**src/rtl/deserializer_if.sv**
```systemverilog
// Parallel-side bundle of the serial receiver: qualified serial bit in, word out
// on a valid/ready register, plus the overrun / sync_error event pulses.
interface deserializer_if #(
    parameter int WIDTH = 8
);
    logic             Data_in;
    logic             Data_in_valid;
    logic             frame_start;
    logic [WIDTH-1:0] Data_out;
    logic             Data_out_valid;
    logic             Data_out_ready;
    logic             overrun;
    logic             sync_error;

    // master = line front-end + consumer, slave = the deserializer itself
    modport master (
        output Data_in, Data_in_valid, frame_start, Data_out_ready,
        input  Data_out, Data_out_valid, overrun, sync_error
    );

    modport slave (
        input  Data_in, Data_in_valid, frame_start, Data_out_ready,
        output Data_out, Data_out_valid, overrun, sync_error
    );
endinterface

```
**src/rtl/deserializer.sv**
```systemverilog
// Serial-to-parallel receiver: shifts in one qualified bit per edge, assembles
// WIDTH-bit words (MSB- or LSB-first) and hands them out on a valid/ready register.
module deserializer #(
    parameter int WIDTH     = 8,
    parameter bit MSB_FIRST = 1'b1
) (
    input logic           clock_in,
    input logic           reset_n,
    deserializer_if.slave bus
);
    localparam int            CW   = $clog2(WIDTH);
    localparam logic [CW-1:0] LAST = CW'(WIDTH - 1);

    logic [WIDTH-1:0] sh, sh_base, sh_next;
    logic [CW-1:0]    cnt, cnt_base, cnt_next;
    logic             accept, done, slot_free, drain;

    // frame_start restarts assembly from an empty shifter, so this bit is bit 0
    always_comb begin
        accept    = bus.Data_in_valid;
        cnt_base  = bus.frame_start ? '0 : cnt;
        sh_base   = bus.frame_start ? '0 : sh;
        sh_next   = '0;
        if (MSB_FIRST) sh_next = {sh_base[WIDTH-2:0], bus.Data_in};
        else           sh_next = {bus.Data_in, sh_base[WIDTH-1:1]};
        cnt_next  = (cnt_base == LAST) ? '0 : cnt_base + CW'(1);
        done      = accept && (cnt_base == LAST);
        slot_free = !bus.Data_out_valid || bus.Data_out_ready;
        drain     = bus.Data_out_valid && bus.Data_out_ready;
    end

    always_ff @(posedge clock_in) begin
        if (!reset_n) begin
            sh                 <= '0;
            cnt                <= '0;
            bus.Data_out       <= '0;
            bus.Data_out_valid <= 1'b0;
            bus.overrun        <= 1'b0;
            bus.sync_error     <= 1'b0;
        end else begin
            bus.overrun    <= 1'b0;
            bus.sync_error <= 1'b0;
            if (accept) begin
                sh             <= sh_next;
                cnt            <= cnt_next;
                bus.sync_error <= bus.frame_start && (cnt != '0);
            end
            // a completion into a freed slot is a back-to-back transfer: valid stays up
            if (done && slot_free) begin
                bus.Data_out       <= sh_next;
                bus.Data_out_valid <= 1'b1;
            end else begin
                if (done)  bus.overrun        <= 1'b1;
                if (drain) bus.Data_out_valid <= 1'b0;
            end
        end
    end
endmodule

```
**src/flat_wrapper.sv**
```systemverilog
// flat-port wrapper written by rule: the top's interface ports become plain ports
module deserializer_flat 
#(
    parameter int WIDTH     = 8,
    parameter bit MSB_FIRST = 1'b1
)
  (clock_in, reset_n, bus_Data_in, bus_Data_in_valid, bus_frame_start, bus_Data_out_ready, bus_Data_out, bus_Data_out_valid, bus_overrun, bus_sync_error);
  deserializer_if #(.WIDTH(WIDTH)) bus_i ();
  input logic clock_in;
  input logic reset_n;
  input wire logic [$bits(bus_i.Data_in)-1:0] bus_Data_in;
  input wire logic [$bits(bus_i.Data_in_valid)-1:0] bus_Data_in_valid;
  input wire logic [$bits(bus_i.frame_start)-1:0] bus_frame_start;
  input wire logic [$bits(bus_i.Data_out_ready)-1:0] bus_Data_out_ready;
  output wire logic [$bits(bus_i.Data_out)-1:0] bus_Data_out;
  output wire logic [$bits(bus_i.Data_out_valid)-1:0] bus_Data_out_valid;
  output wire logic [$bits(bus_i.overrun)-1:0] bus_overrun;
  output wire logic [$bits(bus_i.sync_error)-1:0] bus_sync_error;
  assign bus_i.Data_in = bus_Data_in;
  assign bus_i.Data_in_valid = bus_Data_in_valid;
  assign bus_i.frame_start = bus_frame_start;
  assign bus_i.Data_out_ready = bus_Data_out_ready;
  assign bus_Data_out = bus_i.Data_out;
  assign bus_Data_out_valid = bus_i.Data_out_valid;
  assign bus_overrun = bus_i.overrun;
  assign bus_sync_error = bus_i.sync_error;
  deserializer #(.WIDTH(WIDTH), .MSB_FIRST(MSB_FIRST)) u_core (.clock_in(clock_in), .reset_n(reset_n), .bus(bus_i));
endmodule
```
**config.mk**
```make
export PLATFORM = sky130hd
export DESIGN_NAME = deserializer_flat
export DESIGN_NICKNAME = d
export VERILOG_FILES = /design/src/rtl/deserializer_if.sv /design/src/rtl/deserializer.sv /design/src/flat_wrapper.sv
export SDC_FILE = /design/constraint.sdc
export NUM_CORES = 1
export LEC_CHECK = 0
export BUFFER_PORTS_ARGS = -buffer_cell sky130_fd_sc_hd__buf_4
export CAP_MARGIN = 20
export CELL_PAD_IN_SITES_DETAIL_PLACEMENT = 1
export CELL_PAD_IN_SITES_GLOBAL_PLACEMENT = 2
export CORE_ASPECT_RATIO = 0.75
export CORE_MARGIN = 2
export CORE_UTILIZATION = 34
export DETAILED_ROUTE_END_ITERATION = 10
export PLACE_DENSITY = 0.89
export RECOVER_POWER = 100
export SYNTH_ARGS = -nofsm -noshare
export SYNTH_HDL_FRONTEND = slang
export SYNTH_SLANG_ARGS = --single-unit
export TNS_END_PERCENT = 100
```
**constraint.sdc**
```tcl
create_clock -name clock_in -period 5 [get_ports clock_in]
set_input_delay 1 -clock clock_in [delete_from_list [all_inputs] [get_ports clock_in]]
set_output_delay 1 -clock clock_in [all_outputs]
set_load 0.05 [all_outputs]
```
==> results of run 1 <==
## state kept, by name, indices dropped and copies added, names as in the netlist
register / flops
u_core.bus.overrun: 1
u_core.bus.Data_out_valid: 1
u_core.bus.sync_error: 1
u_core.cnt: 3
u_core.sh: 7
u_core.bus.Data_out: 8
## cell families (layout without fill, tap and decap cells)
kind of cell,count (synthesis),count (layout),synth area share [%]
simple gates,43,43,24.9
flops,21,21,47.8
compound gates,8,8,4.84
buf+inv,10,21,7.11
mux,11,11,12.5
fa+ha+maj,2,2,2.84
## how the worst min path moves through the flow
stage	endpoint	slack, ns	depth (start not counted)
6_report	u_core.bus.Data_out[1]$_SDFFE_PN0P_	0.45	2
5_1_grt	u_core.bus.Data_out[3]$_SDFFE_PN0P_	0.48	2
4_1_cts	u_core.bus.Data_out[3]$_SDFFE_PN0P_	0.46	2
3_5_place_dp	u_core.bus.Data_out[1]$_SDFFE_PN0P_	0.45	2
3_3_place_gp	u_core.bus.Data_out[5]$_SDFFE_PN0P_	0.44	2
2_1_floorplan	u_core.sh[0]$_SDFFE_PN0P_	0.45	2
## where the power goes
group	internal, mW	switching [mW]
clock	0.0311	0.0511
combinational	0.00661	0.0103
sequential	0.169	0.000982
## routing by layer
metal,up-vias,GRT usage [%],part of all wire (%)
met4,0,6.67,1.7
met1,317,14.1,49
met2,12,24.3,44
met3,5,5.18,5.1
li1,338,-,-
met5,-,0,0
## cell usage in the layout, fill, tap and decap left out
master / netlist / layout
dfxtp_1: 21 / 21
clkbuf_1: 4 / 13
mux2i_1: 11 / 11
nor2_1: 11 / 11
nand2_1: 10 / 10
nor2b_1: 9 / 9
nand4_1: 6 / 6
o21ai_0: 0 / 4
buf_4: 0 / 4
clkbuf_4: 0 / 3
nor3_1: 2 / 2
and2_0: 0 / 2
o21ai_1: 6 / 2
ha_1: 2 / 2
inv_1: 1 / 1
nand2b_1: 1 / 1
a21oi_1: 1 / 1
nand3b_1: 1 / 1
a211oi_1: 1 / 1
nand3_1: 1 / 1
## final cells by class
type / instances / area, µm²
clock buffers: 4 / 26.3
fillers: 300 / 1420
inverters: 1 / 3.75
multi-input cells: 64 / 392
flip-flops and latches: 21 / 420
well taps: 34 / 42.5
repair buffers: 16 / 75.1
## per-stage QoR
step / utilization [%] / area [µm²] / total power, mW / std cells
after global placement: 41.3 / 983 / 0.191 / 136
after CTS: 42.4 / 1010 / 0.275 / 140
after detailed placement: 41.3 / 983 / 0.192 / 136
after global routing: 40.3 / 960 / 0.282 / 140
final: 40.3 / 960 / 0.269 / 140
after floorplan: - / 880 / 0.187 / 95
## worst min-delay path, delay by kind of cell (launching register included)
kind	cells	cell delay, ns
DFF	1	0.33
and+or+nand+nor	1	0.05
AOI/OAI and AO/OA	1	0.05
==> flow_metrics.env, run 1 <==
export IMPL_die_w_um=62.7
export IMPL_synth_seq_area_share_pct=47.8
export IMPL_grt_overflow=0
export IMPL_pre_cts_slack_ns=2.69
export IMPL_grt_pass1_wl_um=2930
export IMPL_slew_violations=0
export IMPL_cts_inserted_buffers=3
export IMPL_nNetsFinal=115
export IMPL_io_pins=17
export IMPL_critPathMostFrequentCell="and2_0"
export IMPL_yosys_top_cells_count="dfxtp_1, mux2i_1, nor2_1"
export IMPL_synth_largest_area_cell="dfxtp_1"
export IMPL_row_count=15
export IMPL_tns_ns=0
export IMPL_cp_start_kind="input pin"
export IMPL_cp_num_buf_inv=1
export IMPL_postRouteWirelength_um=1730
export IMPL_ys_flop_type="dfxtp_1"
export IMPL_cp_max_fo=14
export IMPL_yosysUniqueCellTypes=19
export IMPL_fmax_mhz=406
export IMPL_tightest_slew_ns=0.842
export IMPL_wire_per_inst_um=12.4
export IMPL_synth_area_um2=880
export IMPL_hold_viol=0
export IMPL_cts_root_buf="clkbuf_4"
export IMPL_grt_max_degree=19
export IMPL_die_h_um=48.1
export IMPL_max_slew_margin_pct=43.9
export IMPL_cts_tree="yes"
export IMPL_critical_path_class="input pin to register"
export IMPL_coreArea_um2=2380
export IMPL_worstSetupStartpoint="bus_Data_in_valid"
export IMPL_clock_path_buffers=2
export IMPL_synthArstFlopShare_pct=0
export IMPL_netlist_top_cells_area="dfxtp_1, mux2i_1, nor2b_1"
export IMPL_syn_nets=103
export IMPL_worst_hold_slack_ns=0.455
export IMPL_crit_family="simple AND/OR/NAND/NOR gates"
export IMPL_syn_instance_count=95
export IMPL_grtUsageTotal_pct=13.2
export IMPL_required_ns=5.24
export IMPL_ant_nets=0
export IMPL_finalClockSkew_ns=0.00689
export IMPL_finalWorstPathRequiredPeriod_ns=2.46
export IMPL_h_tree_depth=1
export IMPL_grt_setup_unrepaired="no"
export IMPL_min_path_type="register to register"
export IMPL_drtIter0Drc=21
export IMPL_via_per_inst=4.80
export IMPL_drive_gt1_share_pct=6.60
export IMPL_drc_errors=0
export IMPL_start_util_pct=36.9
export IMPL_r2r_setup_slack_ns=3.08
export IMPL_ys_warn_count=0
export IMPL_worst_r2r_endpoint="u_core.bus.Data_out[0]$_SDFFE_PN0P_"
export IMPL_cp_cell_sequence="clkbuf_1 > and2_0 > and2_0 > mux2i_1"
export IMPL_cts_num_sinks=21
export IMPL_cts_resized_gates=0
export IMPL_syn_area_per_cell_um2=9.26
export IMPL_arrival_ns=2.70
export IMPL_clk_pin_slew_ns=0.11
export IMPL_reg2reg_from="u_core.cnt[0]$_SDFFE_PN0P_"
export IMPL_netlist_area_leader_share_pct=47.8
export IMPL_min_delay_start="u_core.bus.Data_out[1]$_SDFFE_PN0P_"
export IMPL_yosys_cell_count_top_type="dfxtp_1"
export IMPL_synth_seq_cells=21
export IMPL_diodes=0
export IMPL_end_kind="register"
export IMPL_synth_edf_count=0
export IMPL_io_buffer_count=16
export IMPL_worst_slack_ns=2.54
export IMPL_power_density_nw_per_um2=281
export IMPL_dieArea_um2=3010
export IMPL_critical_path_max_stage_delay_ns=0.62
export IMPL_firstDrtPassIters=3
export IMPL_area_growth_pct=9.10
export IMPL_critical_path_cell_count=4
export IMPL_fin_crit_sh_pct=49.3
export IMPL_vias=672
export IMPL_cp_slowest_cell="clkbuf_1"
export IMPL_ir_worst_vdd_mv=0.169
export IMPL_endpoint="u_core.bus.Data_out[0]$_SDFFE_PN0P_"
export IMPL_cap_violations=0
export IMPL_clock_latency_ns=0.31
export IMPL_gp_congestion=0.789
export IMPL_post_dp_hpwl_um=1290
export IMPL_rr_worst_depth=6
export IMPL_ctsHoldBuffers=0
export IMPL_antenna_found_initial=0
export IMPL_grt_pass1_vias=671
export IMPL_status="completed"
export IMPL_finalSetupViolations=0
export IMPL_cellLeakagePower_nw=0.370
export IMPL_cts_setup_buffers=0
Note: power is estimated with default switching activity, not from simulation.
==> run 2, diff against run 1 <==
CORE_UTILIZATION = 31   (was 34)
PLACE_DENSITY = 0.83   (was 0.89)
clock period = 2.4 ns   (was 5 ns; I/O delays follow)
==> run 2 against run 1 <==
Total power grew 130%. Critical path depth grew 3. Clock power grew to 2.8 times the previous value. Die area grew 8.9%. Highest routed layer unchanged. Count of clock-buffer cells in the layout is the same. Largest cell class unchanged. First-iteration DRC count shrank 67%. Clock skew shrank 0.0054 ns. Final cell count grew 1.4%. Sequential share of layout area shrank 1.1 points.
==> flow_metrics.env, run 2 (synthesized netlist as in run 1, its figures left out) <==
export IMPL_die_h_um=50.1
export IMPL_min_path_type="register to register"
export IMPL_cp_start_kind="input pin"
export IMPL_ctsHoldBuffers=0
export IMPL_fillers=319
export IMPL_grt_pass1_vias=704
export IMPL_dp_cells=138
export IMPL_finalWorstPathRequiredPeriod_ns=1.74
export IMPL_cellLeakagePower_nw=0.379
export IMPL_cts_num_sinks=21
export IMPL_coreArea_um2=2660
export IMPL_tightest_slew_ns=0.669
export IMPL_finalSetupViolations=0
export IMPL_grt_use_met3_pct=5.38
export IMPL_critical_path_class="input pin to register"
export IMPL_critical_path_cell_count=7
export IMPL_arrival_ns=1.93
export IMPL_stdcell_count=142
export IMPL_die_w_um=65.5
export IMPL_final_common_cell="dfxtp_1"
export IMPL_diodes=0
export IMPL_reg_largest_list="u_core.bus.Data_out (8), u_core.sh (7), u_core.cnt (3)"
export IMPL_cap_violations=0
export IMPL_end_kind="register"
export IMPL_clock_path_buffers=2
export IMPL_required_ns=2.59
export IMPL_worst_slack_ns=0.656
export IMPL_pre_cts_slack_ns=0.603
export IMPL_endpoint="u_core.bus.Data_out[0]$_SDFFE_PN0P_"
export IMPL_io_pins=17
export IMPL_hold_viol=0
export IMPL_postRouteWirelength_um=1860
export IMPL_wire_per_inst_um=13.1
export IMPL_multi_input_area_um2=394
export IMPL_grtUsageTotal_pct=12.8
export IMPL_via_per_inst=4.66
export IMPL_grtUsageMet1_pct=16.0
export IMPL_area_growth_pct=11.8
export IMPL_critPathMostFrequentCell="ha_1"
export IMPL_finalClockSkew_ns=0.00146
export IMPL_cts_resized_gates=0
export IMPL_power_density_nw_per_um2=628
export IMPL_io_buffer_count=16
export IMPL_worst_r2r_endpoint="u_core.bus.Data_out[0]$_SDFFE_PN0P_"
export IMPL_vias=662
export IMPL_largest_register="u_core.bus.Data_out"
export IMPL_largest_register_ffs=8
export IMPL_met2_usage_pct=20.1
export IMPL_max_slew_margin_pct=55.4
export IMPL_grt_max_degree=19
export IMPL_slew_violations=0
export IMPL_clock_latency_ns=0.26
export IMPL_firstDrtPassIters=2
export IMPL_tns_ns=0
export IMPL_h_tree_depth=1
export IMPL_ir_worst_vdd_mv=0.410
export IMPL_cp_slowest_cell="and2_0"
export IMPL_ant_nets=0
export IMPL_r2r_setup_slack_ns=0.67
export IMPL_post_dp_hpwl_um=1370
export IMPL_top_usage_layer="met2"
export IMPL_cp_cell_sequence="buf_4 > nor2b_1 > ha_1 > ha_1 > and2_4 > and2_0 > mux2i_1"
export IMPL_nNetsFinal=115
export IMPL_status="completed"
export IMPL_worstSetupStartpoint="bus_frame_start"
export IMPL_crit_family="simple AND/OR/NAND/NOR gates"
export IMPL_grt_pass1_wl_um=3190
export IMPL_cp_max_fo=11
export IMPL_antenna_found_initial=0
export IMPL_reg2reg_from="u_core.cnt[0]$_SDFFE_PN0P_"
export IMPL_fin_crit_sh_pct=72.7
export IMPL_row_count=16
export IMPL_drtIter0Drc=7
export IMPL_min_delay_start="u_core.bus.Data_out[5]$_SDFFE_PN0P_"
export IMPL_rr_worst_depth=6
export IMPL_cts_tree="yes"
export IMPL_grt_overflow=0
export IMPL_critical_path_max_stage_delay_ns=0.38
export IMPL_mostFrequentLayoutCells="dfxtp_1, clkbuf_1, mux2i_1, nor2_1, nand2_1"
export IMPL_cp_num_buf_inv=1
export IMPL_cts_setup_buffers=0
export IMPL_drive_gt1_share_pct=7.55
export IMPL_cts_root_buf="clkbuf_8"
export IMPL_gp_congestion=0.701
export IMPL_fmax_mhz=573
export IMPL_grt_setup_unrepaired="no"
export IMPL_cts_inserted_buffers=3
export IMPL_drc_errors=0
export IMPL_clk_pin_slew_ns=0.07
export IMPL_ff_latch_area_um2=420
export IMPL_dieArea_um2=3280
export IMPL_start_util_pct=33.0
==> run 2: routing by layer <==
layer  wire length [µm]  part of all wire (%)
met1                875                    47
met2                862                    46
met3                103                   5.5
met4                 17                  0.91
met5                  0                     0
==> run 2: worst min path at each step <==
stage	cells past startpoint	slack, ns	end
after global placement	2	0.45	u_core.bus.Data_out[3]$_SDFFE_PN0P_
after global routing	2	0.48	u_core.bus.Data_out[5]$_SDFFE_PN0P_
after CTS	2	0.46	u_core.bus.Data_out[3]$_SDFFE_PN0P_
after detailed placement	2	0.45	u_core.bus.Data_out[3]$_SDFFE_PN0P_
after floorplan	2	0.45	u_core.sh[0]$_SDFFE_PN0P_
final	2	0.46	u_core.bus.Data_out[5]$_SDFFE_PN0P_
==> run 2: layout make-up <==
class | count | area share [%]
well taps | 36 | 4.58
repair buffers | 16 | 7.63
inverters | 1 | 0.382
flip-flops and latches | 21 | 42.7
multi-input cells | 64 | 40.1
clock buffers | 4 | 4.58
==> run 2: worst min-delay path, stage by stage, from the launching register on <==
cell and delay [ns]:
dfxtp_1 0.31, nand2_1 0.06, o21ai_1 0.05
==> run 2: per-stage QoR <==
step	utilization [%]	hold slack, ns	cell area (µm²)	total power, mW
finish	36.9	0.457	983	0.617
global route	36.9	0.483	983	0.644
CTS	38.7	0.456	1030	0.629
detailed placement	37.0	0.445	986	0.399
global placement	37.0	0.448	986	0.398
floorplan	-	0.452	880	0.389
==> run 2: where the power goes <==
part / internal [mW] / switching (mW) / leakage [nW]
Sequential: 0.352 / 0.00203 / 0.170
Combinational: 0.0133 / 0.0216 / 0.187
Clock: 0.118 / 0.110 / 0.0228
Total: 0.484 / 0.134 / 0.379
==> run 3, diff against run 2 <==
clock period = 1.7 ns   (was 2.4 ns; I/O delays follow)
==> run 3 against run 2 <==
Final cell count is the same. Count of clock-buffer cells in the layout is the same. Sequential share of layout area shrank 0.11 points. Critical path type is now register to register. Clock power grew 39%.
==> flow_metrics.env, run 3 (synthesized netlist as in run 1, its figures left out) <==
export IMPL_status="completed"
export IMPL_largest_register_ffs=8
export IMPL_worst_hold_slack_ns=0.331
export IMPL_pre_cts_slack_ns=0.0554
export IMPL_cap_violations=0
export IMPL_min_path_type="input pin to register"
export IMPL_cts_inserted_buffers=3
export IMPL_cp_max_fo=8
export IMPL_drtIter0Drc=7
export IMPL_switching_power_uw=184
export IMPL_post_dp_hpwl_um=1300
export IMPL_fin_area_um2=986
export IMPL_die_w_um=65.5
export IMPL_end_kind="register"
export IMPL_placed_area_um2=986
export IMPL_vias=662
export IMPL_firstDrtPassIters=2
export IMPL_multi_input_area_um2=397
export IMPL_finalClockSkew_ns=0.00141
export IMPL_gp_congestion=0.663
export IMPL_ctsHoldBuffers=0
export IMPL_internal_power_uw=683
export IMPL_ant_nets=0
export IMPL_tightest_slew_ns=0.699
export IMPL_io_buffer_count=16
export IMPL_cts_resized_gates=0
export IMPL_grt_setup_unrepaired="no"
export IMPL_mostFrequentLayoutCells="dfxtp_1, clkbuf_1, mux2i_1, nor2_1, nand2_1"
export IMPL_clock_latency_ns=0.25
export IMPL_reg_largest_list="u_core.bus.Data_out (8), u_core.sh (7), u_core.cnt (3)"
export IMPL_cellLeakagePower_nw=0.382
export IMPL_dieArea_um2=3280
export IMPL_slew_violations=0
export IMPL_drive_gt1_share_pct=8.49
export IMPL_cts_setup_buffers=0
export IMPL_finalSetupViolations=0
export IMPL_max_slew_margin_pct=53.4
export IMPL_power_density_nw_per_um2=879
export IMPL_coreArea_um2=2660
export IMPL_postRouteWirelength_um=1760
export IMPL_critical_path_class="register to register"
export IMPL_row_count=16
export IMPL_swShare_pct=21.2
export IMPL_grt_max_degree=19
export IMPL_h_tree_depth=1
export IMPL_clk_pin_slew_ns=0.07
export IMPL_start_util_pct=33.0
export IMPL_finalWorstPathRequiredPeriod_ns=1.52
export IMPL_grtUsageTotal_pct=12.0
export IMPL_grt_overflow=0
export IMPL_final_common_cell="dfxtp_1"
export IMPL_cts_root_buf="clkbuf_8"
export IMPL_nNetsFinal=115
export IMPL_io_pins=17
export IMPL_arrival_ns=1.71
export IMPL_p_clk_share_pct=36.7
export IMPL_wire_per_inst_um=12.4
export IMPL_p_comb_share_pct=5.6
export IMPL_required_ns=1.89
export IMPL_drc_errors=0
export IMPL_ir_worst_vdd_mv=0.351
export IMPL_cts_num_sinks=21
export IMPL_antenna_found_initial=0
export IMPL_die_h_um=50.1
export IMPL_cts_tree="yes"
export IMPL_cp_start_kind="register"
export IMPL_fin_crit_sh_pct=89.4
export IMPL_diodes=0
export IMPL_hold_viol=0
export IMPL_seq_power_share_pct=57.7
export IMPL_grt_pass1_vias=649
export IMPL_largest_register="u_core.bus.Data_out"
export IMPL_area_growth_pct=12.1
export IMPL_worst_slack_ns=0.180
export IMPL_fmax_mhz=658
export IMPL_via_per_inst=4.66
export IMPL_tns_ns=0
export IMPL_ff_latch_area_um2=420
export IMPL_grt_pass1_wl_um=3000
export IMPL_fillers=317
export IMPL_clock_path_buffers=2
## run 3: path summary, 6_finish.rpt
| check | from | slack [ns] | cells after the start | end |
|---|---|---|---|---|
| setup / recovery | u_core.cnt[0]$_SDFFE_PN0P_ | 0.18 | 6 | u_core.bus.Data_out[7]$_SDFFE_PN0P_ |
| hold / removal | bus_Data_in | 0.33 | 3 | u_core.sh[0]$_SDFFE_PN0P_ |
| setup reg to reg | u_core.cnt[0]$_SDFFE_PN0P_ | 0.18 | 6 | u_core.bus.Data_out[7]$_SDFFE_PN0P_ |
| hold reg to reg | u_core.bus.Data_out[5]$_SDFFE_PN0P_ | 0.46 | 2 | u_core.bus.Data_out[5]$_SDFFE_PN0P_ |
## run 3: area by class of cell
| type | instances | area share [%] |
|---|---|---|
| clock buffer | 4 | 4.57 |
| inverter | 1 | 0.381 |
| multi-input combinational | 64 | 40.2 |
| sequential | 21 | 42.6 |
| tap | 36 | 4.57 |
| timing repair buffer | 16 | 7.61 |
## run 3: per-stage QoR
| step | total power, mW | utilization, % | std cells |
|---|---|---|---|
| after global routing | 0.902 | 37.0 | 142 |
| after CTS | 0.882 | 38.7 | 142 |
| after global placement | 0.562 | 37.0 | 138 |
| final | 0.867 | 37.0 | 142 |
| after detailed placement | 0.563 | 37.0 | 138 |
| after floorplan | 0.550 | - | 95 |
## run 3: routing by layer
layer  vias to the layer above  track usage, %  share of wire (%)
met4                         0            3.13               0.74
met2                        10            18.5                 45
met3                         2            4.93                4.7
li1                        340               -                  -
met5                         -               0                  0
met1                       310            15.7                 49
## run 3: worst max-delay path: stages (launching register included)
cell and delay [ns]:
dfxtp_1 0.36, nor2b_1 0.20, ha_1 0.17, ha_1 0.16, and2_4 0.19, and2_4 0.19, mux2i_1 0.18
## run 3: power groups by stage
stage	logic [mW]	clock network [mW]	registers (mW)
after floorplan	0.0371	0	0.513
after global placement	0.0508	0	0.511
after detailed placement	0.0509	0	0.512
after CTS	0.0510	0.331	0.500
after global routing	0.0548	0.346	0.501
final	0.0484	0.318	0.500
